File: config.mk
export PLATFORM = sky130hd
export DESIGN_NAME = aeolus_sequencer
export DESIGN_NICKNAME = d
export VERILOG_FILES = /design/src/rtl/aeolus_pkg.sv /design/src/rtl/aeolus_edge_detect.sv /design/src/rtl/aeolus_sequencer.sv
export SDC_FILE = /design/constraint.sdc
export NUM_CORES = 1
export LEC_CHECK = 0
export BUFFER_PORTS_ARGS = -buffer_cell sky130_fd_sc_hd__buf_2
export CAP_MARGIN = 10
export CORE_UTILIZATION = 45
export DETAILED_ROUTE_END_ITERATION = 16
export PLACE_DENSITY = 0.81
export SYNTH_ARGS = -nofsm -noshare
export SYNTH_HDL_FRONTEND = slang
export SYNTH_SLANG_ARGS = --single-unit
File: constraint.sdc
create_clock -name clk -period 2.05 [get_ports clk]
set_input_delay 0.5125 -clock clk [delete_from_list [all_inputs] [get_ports clk]]
set_output_delay 0.5125 -clock clk [all_outputs]
set_load 0.02 [all_outputs]
File: src/rtl/aeolus_pkg.sv
// aeolus_pkg -- items shared by the aeolus sequencer files.
//   state_e      : sequencer FSM states, 3-bit encoding
//   PC_INC_STEP  : PC advance for a normal instruction
//   PC_INC_SKIP  : PC advance when a conditional skip is taken
package aeolus_pkg;

  typedef enum logic [2:0] {
    ST_IDLE   = 3'd0,
    ST_FETCH  = 3'd1,
    ST_EXEC   = 3'd2,
    ST_UPDATE = 3'd3,
    ST_HALT   = 3'd4
  } state_e;

  localparam int unsigned PC_INC_STEP = 1;
  localparam int unsigned PC_INC_SKIP = 2;

endpackage

File: src/rtl/aeolus_edge_detect.sv
// aeolus_edge_detect -- rising-edge detector with a registered previous value.
// Ports:
//   clk   : clock, rising edge
//   reset : synchronous active-high reset (previous value cleared to 0)
//   in    : level input
//   rise  : high for the cycle in which in is 1 and was 0 on the previous edge
module aeolus_edge_detect (
  input  logic clk,
  input  logic reset,
  input  logic in,
  output logic rise
);

  logic prev_q;

  always_ff @(posedge clk) begin
    if (reset) prev_q <= 1'b0;
    else       prev_q <= in;
  end

  assign rise = in & ~prev_q;

endmodule

File: src/rtl/aeolus_sequencer.sv
// aeolus_sequencer -- instruction sequencer: IDLE -> FETCH -> EXEC -> UPDATE.
// Decoding and the ALU live outside; this block only walks the ROM, latches
// the instruction and strobes exec_en once per instruction.
// Optional build macro: AEOLUS_SINGLE_STEP_EN adds a 'step' input; each
// rising edge of step starts one instruction from IDLE.
// Ports:
//   clk, reset   : clock, synchronous active-high reset
//   run          : level run enable
//   halt_req     : stop after the current instruction (latched in FETCH/EXEC)
//   step         : single-step input (AEOLUS_SINGLE_STEP_EN only)
//   rom_data     : ROM word at address pc_out
//   skip_req     : decoded IR is a conditional skip
//   skip_cond    : ALU shift flag, sampled in EXEC
//   pc_out       : program counter / ROM address
//   ir_out       : latched instruction
//   exec_en      : one-cycle write strobe, high in EXEC only
//   halted       : high in HALT
//   retired      : retired-instruction count (skipped ones included), wraps
module aeolus_sequencer
  import aeolus_pkg::*;
#(
  parameter int                  PC_WIDTH  = 8,
  parameter int                  OP_WIDTH  = 4,
  parameter logic [PC_WIDTH-1:0] PROG_LAST = {PC_WIDTH{1'b1}}
) (
  input  logic                clk,
  input  logic                reset,
  input  logic                run,
  input  logic                halt_req,
`ifdef AEOLUS_SINGLE_STEP_EN
  input  logic                step,
`endif
  input  logic [OP_WIDTH-1:0] rom_data,
  input  logic                skip_req,
  input  logic                skip_cond,
  output logic [PC_WIDTH-1:0] pc_out,
  output logic [OP_WIDTH-1:0] ir_out,
  output logic                exec_en,
  output logic                halted,
  output logic [7:0]          retired
);

  state_e              state_q, state_d;
  logic [PC_WIDTH-1:0] pc_q;
  logic [OP_WIDTH-1:0] ir_q;
  logic [7:0]          ret_q;
  logic                skip_q;
  logic                halt_q;
  logic                start_go;

`ifdef AEOLUS_SINGLE_STEP_EN
  logic step_rise;

  aeolus_edge_detect u_step_edge (
    .clk   (clk),
    .reset (reset),
    .in    (step),
    .rise  (step_rise)
  );

  assign start_go = run | step_rise;
`else
  assign start_go = run;
`endif

  // Halt decision uses the pre-update PC, so a skip jumping over PROG_LAST
  // does not halt.
  logic halt_now;
  assign halt_now = halt_req | halt_q | (pc_q == PROG_LAST);

  always_comb begin
    state_d = state_q;
    case (state_q)
      ST_IDLE:   if (start_go) state_d = ST_FETCH;
      ST_FETCH:  state_d = ST_EXEC;
      ST_EXEC:   state_d = ST_UPDATE;
      ST_UPDATE: begin
        if (halt_now) state_d = ST_HALT;
        else if (run) state_d = ST_FETCH;
        else          state_d = ST_IDLE;
      end
      ST_HALT:   state_d = ST_HALT;
      default:   state_d = ST_IDLE;
    endcase
  end

  logic [PC_WIDTH-1:0] pc_inc;
  logic [7:0]          ret_inc;
  assign pc_inc  = skip_q ? PC_WIDTH'(PC_INC_SKIP) : PC_WIDTH'(PC_INC_STEP);
  assign ret_inc = skip_q ? 8'(PC_INC_SKIP)        : 8'(PC_INC_STEP);

  always_ff @(posedge clk) begin
    if (reset) begin
      state_q <= ST_IDLE;
      pc_q    <= '0;
      ir_q    <= '0;
      ret_q   <= '0;
      skip_q  <= 1'b0;
      halt_q  <= 1'b0;
    end else begin
      state_q <= state_d;
      if (state_q == ST_FETCH) ir_q <= rom_data;
      if (state_q == ST_EXEC)  skip_q <= skip_req & skip_cond;
      // Sticky halt request: caught in FETCH/EXEC, consumed in UPDATE.
      if ((state_q == ST_FETCH || state_q == ST_EXEC) && halt_req)
        halt_q <= 1'b1;
      if (state_q == ST_UPDATE) begin
        pc_q   <= pc_q + pc_inc;
        ret_q  <= ret_q + ret_inc;
        halt_q <= 1'b0;
      end
    end
  end

  assign pc_out  = pc_q;
  assign ir_out  = ir_q;
  assign retired = ret_q;
  assign exec_en = (state_q == ST_EXEC);
  assign halted  = (state_q == ST_HALT);

endmodule

[Word level (Yosys, flattened, before mapping)]
Cells that the tools add are included.
Widths: inputs -> output; s select.
Storage, ports and cells
  register bits: 25
  bits of input ports: 10
  output and inout bits: 22
Cells by class
  add/sub/neg operators: 2
  reduce and logical (&&, ||, !) cells: 4
  bitwise operators: 3
  equality and inequality tests: 6
  muxes and demuxes: 5
Operators by type and width (number)
  $add 8x2->8: 2
  $pmux 3 s5: 1
  $eq 8x8->1 const B: 1
  $eq 3x2->1 const B: 2
  $mux 3: 2
  $eq 3x1->1 const B: 1
  $eq 3x3->1 const B: 1
  $logic_not 3->1: 1
  $mux 2: 1
  $ne 2x2->1 const B: 1
  $or 1x1->1: 2
  $reduce_or 2->1: 1
  $and 1x1->1: 1
  $logic_and 1x1->1: 1
  $logic_or 1x1->1: 1
  $mux 1: 1

[Logic depth before layout (Yosys ltp)]
  depth in word-level cells: 4
  mapped depth: 6
  mapped depth without buffers: 6

[Worst setup path before layout]
No wires, ideal clock.
  kind: reg-to-reg
  start: register ret_q[0], in the netlist retired[0]
  end: register ret_q[6], in the netlist retired[6]
  data required time: 1.929 ns
  cell stages (with the launch flop): 6
  data arrival time: 1.766 ns
  path slack: 0.163 ns
  period minus slack after synthesis: 1.887 ns
  buffers on the path: 0
  path through: dfxtp_1 -> ha_1 -> inv_1 -> fa_1 -> nor4b_1 -> mux2_2
Between the ends
  cells in the longest elaborated chain, start to end: 1
RTL lines
  from (decl): RTL line aeolus_sequencer.sv:46  | logic [7:0] ret_q;
  from (signal assigned): RTL line aeolus_sequencer.sv:109  | ret_q <= ret_q + ret_inc;
  $add 8x2->8: RTL line aeolus_sequencer.sv:109
Every way passes these cells.
A chain may end at the register's enable or synchronous reset.

[Final worst setup path]
  start: register skip_q
  end: register ret_q[6], in the netlist retired[6]
Between the ends
  cells in the longest elaborated chain, start to end: 2
RTL lines
  from (decl): RTL line aeolus_sequencer.sv:47  | logic skip_q;
  from (signal assigned): RTL line aeolus_sequencer.sv:103  | if (state_q == ST_EXEC) skip_q <= skip_req & skip_cond;
  $mux 2: RTL line aeolus_sequencer.sv:90  | assign ret_inc = skip_q ? 8'(PC_INC_SKIP) : 8'(PC_INC_STEP);
  $add 8x2->8: RTL line aeolus_sequencer.sv:109
Every way passes these cells.

==> results.py <==
metrics = {
    "global_route": {
        "grt_pass1_wl_mm": 4.084,
        "grt_overflow": 0,
        "antenna_found_initial": 0,
        "grt_pass1_vias": 974,
        "grt_use_total_pct": 18.91,
        "grt_max_degree": 20,
    },
    "power_and_ir_drop": {
        "irDropWorstVdd_v": 0.0003453,
        "p_per_area_nw_per_um2": 625.0,
        "pwr-share-seq_pct": 60.3,
        "switchingPower_mw": 0.2520,
        "internal_power_mw": 0.6356,
        "pwr-share-comb_pct": 14.7,
        "leakagePower_nw": 0.5922,
        "p_sw_share_pct": 28.39,
        "p_clk_share_pct": 25.0,
    },
    "yosys": {
        "synth_mux_area_share_pct": 6.033,
        "synthXorXnorAreaFrac_pct": 1.431,
        "synth_cells": 136,
        "avgSynthCellArea_um2": 8.998,
        "synth_compound_area_share_pct": 13.29,
        "yosysTopAreaCell": "dfxtp_1",
        "netlist_area_um2": 1224,
        "yosys.area_share.simple_pct": 25.26,
        "seq_area_frac_synth_pct": 40.90,
        "ys_async_sr_fraction_pct": 0,
        "ys_types": 36,
        "synthesis.nets": 152,
        "ys_warn_count": 0,
        "synth_top_family_by_area": "simple AND/OR/NAND/NOR gates",
        "synth.area.top_cells": "dfxtp_1 (41%), a21oi_1 (5.7%), ha_1 (4.1%)",
        "synth_fa_ha_area_share_pct": 7.362,
        "ys_seq_elements": 25,
        "synthFlopType": "dfxtp_1",
        "synth_top_cell_area_share_pct": 40.90,
        "synth_edf_count": 0,
    },
    "routing": {
        "wl_met3_um": 116,
        "route.met2.wl_mm": 1.194,
        "wire_per_inst_um": 12.83,
        "drtAntennaViolNets": 0,
        "vias": 1059,
        "routed_wl_mm": 2.502,
        "wl_met1_mm": 1.168,
        "via_per_inst": 5.431,
        "top_layer": "met4",
        "dr.pass1.iters": 4,
        "drc": 0,
        "drt_iter0_markers": 21,
    },
    "min_path": {
        "hold_path.class": "primary input to flip-flop",
        "whs_path_depth": 3,
    },
    "die": {
        "start_util_pct": 48.51,
        "fp-row-count": 18,
        "core-area_um2": 2522,
        "die_height_um": 54.15,
        "ios": 32,
        "dieArea_um2": 2932,
        "chipWidth_um": 54.15,
    },
    "timing": {
        "rsz0062_at_grt": "no",
        "fin_skew_ns": 0.01013,
        "slew-limit-headroom_pct": 72.94,
        "drv_slew": 0,
        "finalCritPeriodShare_pct": 94.83,
        "fin_crit_ns": 1.944,
        "fmax_mhz": 514.4,
        "hold_violations": 0,
        "holdWs_ns": 0.4342,
        "setup_viol": 0,
        "tightest_slew_ns": 0.4042,
        "fin_setup_tns_ns": 0,
    },
    "cells_and_area": {
        "layout.nets": 182,
        "antenna_cells": 0,
        "fin_area_um2": 1420,
        "layout_commonest_cell": "buf_2",
        "final_cell_mix": "buf_2 (31), dfxtp_1 (25), a21oi_1 (14)",
        "drive_above_1_share_pct": 26.67,
        "syn2layout_area_growth_pct": 16.05,
    },
    "worst_setup_path": {
        "worstSetupStartpointType": "flip-flop",
        "required_ns": 2.28,
        "critical_path_class": "flip-flop to flip-flop",
        "r2r_cells": 6,
        "arrival_ns": 2.17,
        "crit_fanout": 5,
        "cp-end-kind": "flip-flop",
    },
    "placement": {
        "gp_congestion": 0.7045,
        "dpl-instance-area_um2": 1388,
        "post-dp-hpwl_mm": 1.878,
        "io_buffers": 31,
    },
    "cts": {
        "cts-root-buf": "clkbuf_4",
        "postCtsSetupRepairBufs": 0,
        "htree_levels": 1,
        "cts_sinks": 25,
        "clock_latency_ns": 0.32,
        "clk_pin_slew_ns": 0.14,
        "clockBufferDepth": 2,
        "ctsHoldBuffers": 0,
        "cts_resized": 0,
        "cts_tree": "done",
        "cts_made_buffers": 3,
    },
    "status": {
        "status": "complete, no violations",
    },
    "flow_run": {
        "maxCapViolCount": 0,
    },
}
==> layout make-up <==
cell class | count | area [um^2]
Inverter | 7 | 26.28
Timing Repair Buffer | 33 | 170.2
Sequential cell | 25 | 500.5
Tap cell | 30 | 37.54
Clock inverter | 1 | 5.005
Clock buffer | 3 | 22.52
Fill cell | 230 | 1102
Multi-Input combinational cell | 96 | 658.1
==> metrics by stage <==
stage,utilization [%],power [mW],instances,setup WS (ns)
2_1_floorplan,-,0.6400,136,0.1635
3_3_place_gp,55.01,0.6683,191,0.2089
3_5_place_dp,55.01,0.6747,191,0.1542
4_1_cts,56.10,0.8934,195,0.1067
5_1_grt,56.30,0.9272,195,0.002009
6_report,56.30,0.8876,195,0.1061
==> power groups by stage <==
stage	Combinational, mW	Clock (mW)	Sequential (mW)
2_1_floorplan	0.100	0	0.540
3_3_place_gp	0.126	0	0.543
3_5_place_dp	0.130	0	0.544
4_1_cts	0.131	0.228	0.534
5_1_grt	0.146	0.241	0.540
6_report	0.130	0.222	0.535
==> worst paths after layout <==
kind / start / end / slack, ns
setup / recovery: skip_q / retired[6] / 0.11
hold / removal: rom_data[1] / ir_out[1] / 0.43
setup reg to reg: skip_q / retired[6] / 0.11
hold reg to reg: retired[0] / retired[0] / 0.50
==> sequential cells by signal, summed over array words and instances, names as in the netlist <==
register / cells
halt_q: 1
ir_out: 4
pc_out: 8
retired: 8
skip_q: 1
state_q: 3
==> critical path, cell delays in order, from the launching register on <==
cell,delay (ns)
dfxtp_1,0.34
inv_1,0.11
ha_1,0.19
inv_1,0.06
fa_1,0.43
nor4b_1,0.36
mux2_2,0.37
==> cells in the mapped netlist, types with 2 or more instances <==
cell type,instances
a211oi_1,2
a21oi_1,14
buf_2,2
clkbuf_1,3
dfxtp_1,25
fa_1,2
ha_1,4
inv_1,7
mux2_2,3
mux2i_1,4
nand2_1,9
nand2b_1,2
nand3_1,4
nor2_1,11
nor2b_1,3
nor3_1,3
nor3b_1,2
nor4_1,3
o21ai_0,5
o31ai_1,5
or3_1,4
or4_1,5
==> kinds of logic (layout without fill, tap and decap cells) <==
| logic type | Yosys count | after routing |
|---|---|---|
| XOR/XNOR | 2 | 2 |
| AND/OR/NAND/NOR | 53 | 53 |
| buffers and inverters | 15 | 44 |
| multiplexers | 7 | 7 |
| flip-flops | 25 | 25 |
| AO/OA/AOI/OAI | 28 | 28 |
| adder cells (fa/ha/maj) | 6 | 6 |
==> metal layers <==
layer	up-vias	GRT usage, %
met4	0	6.838
met5	-	0
met1	495	23.08
li1	538	-
met2	22	32.72
met3	4	3.390
(Power assumes the default switching activity.)
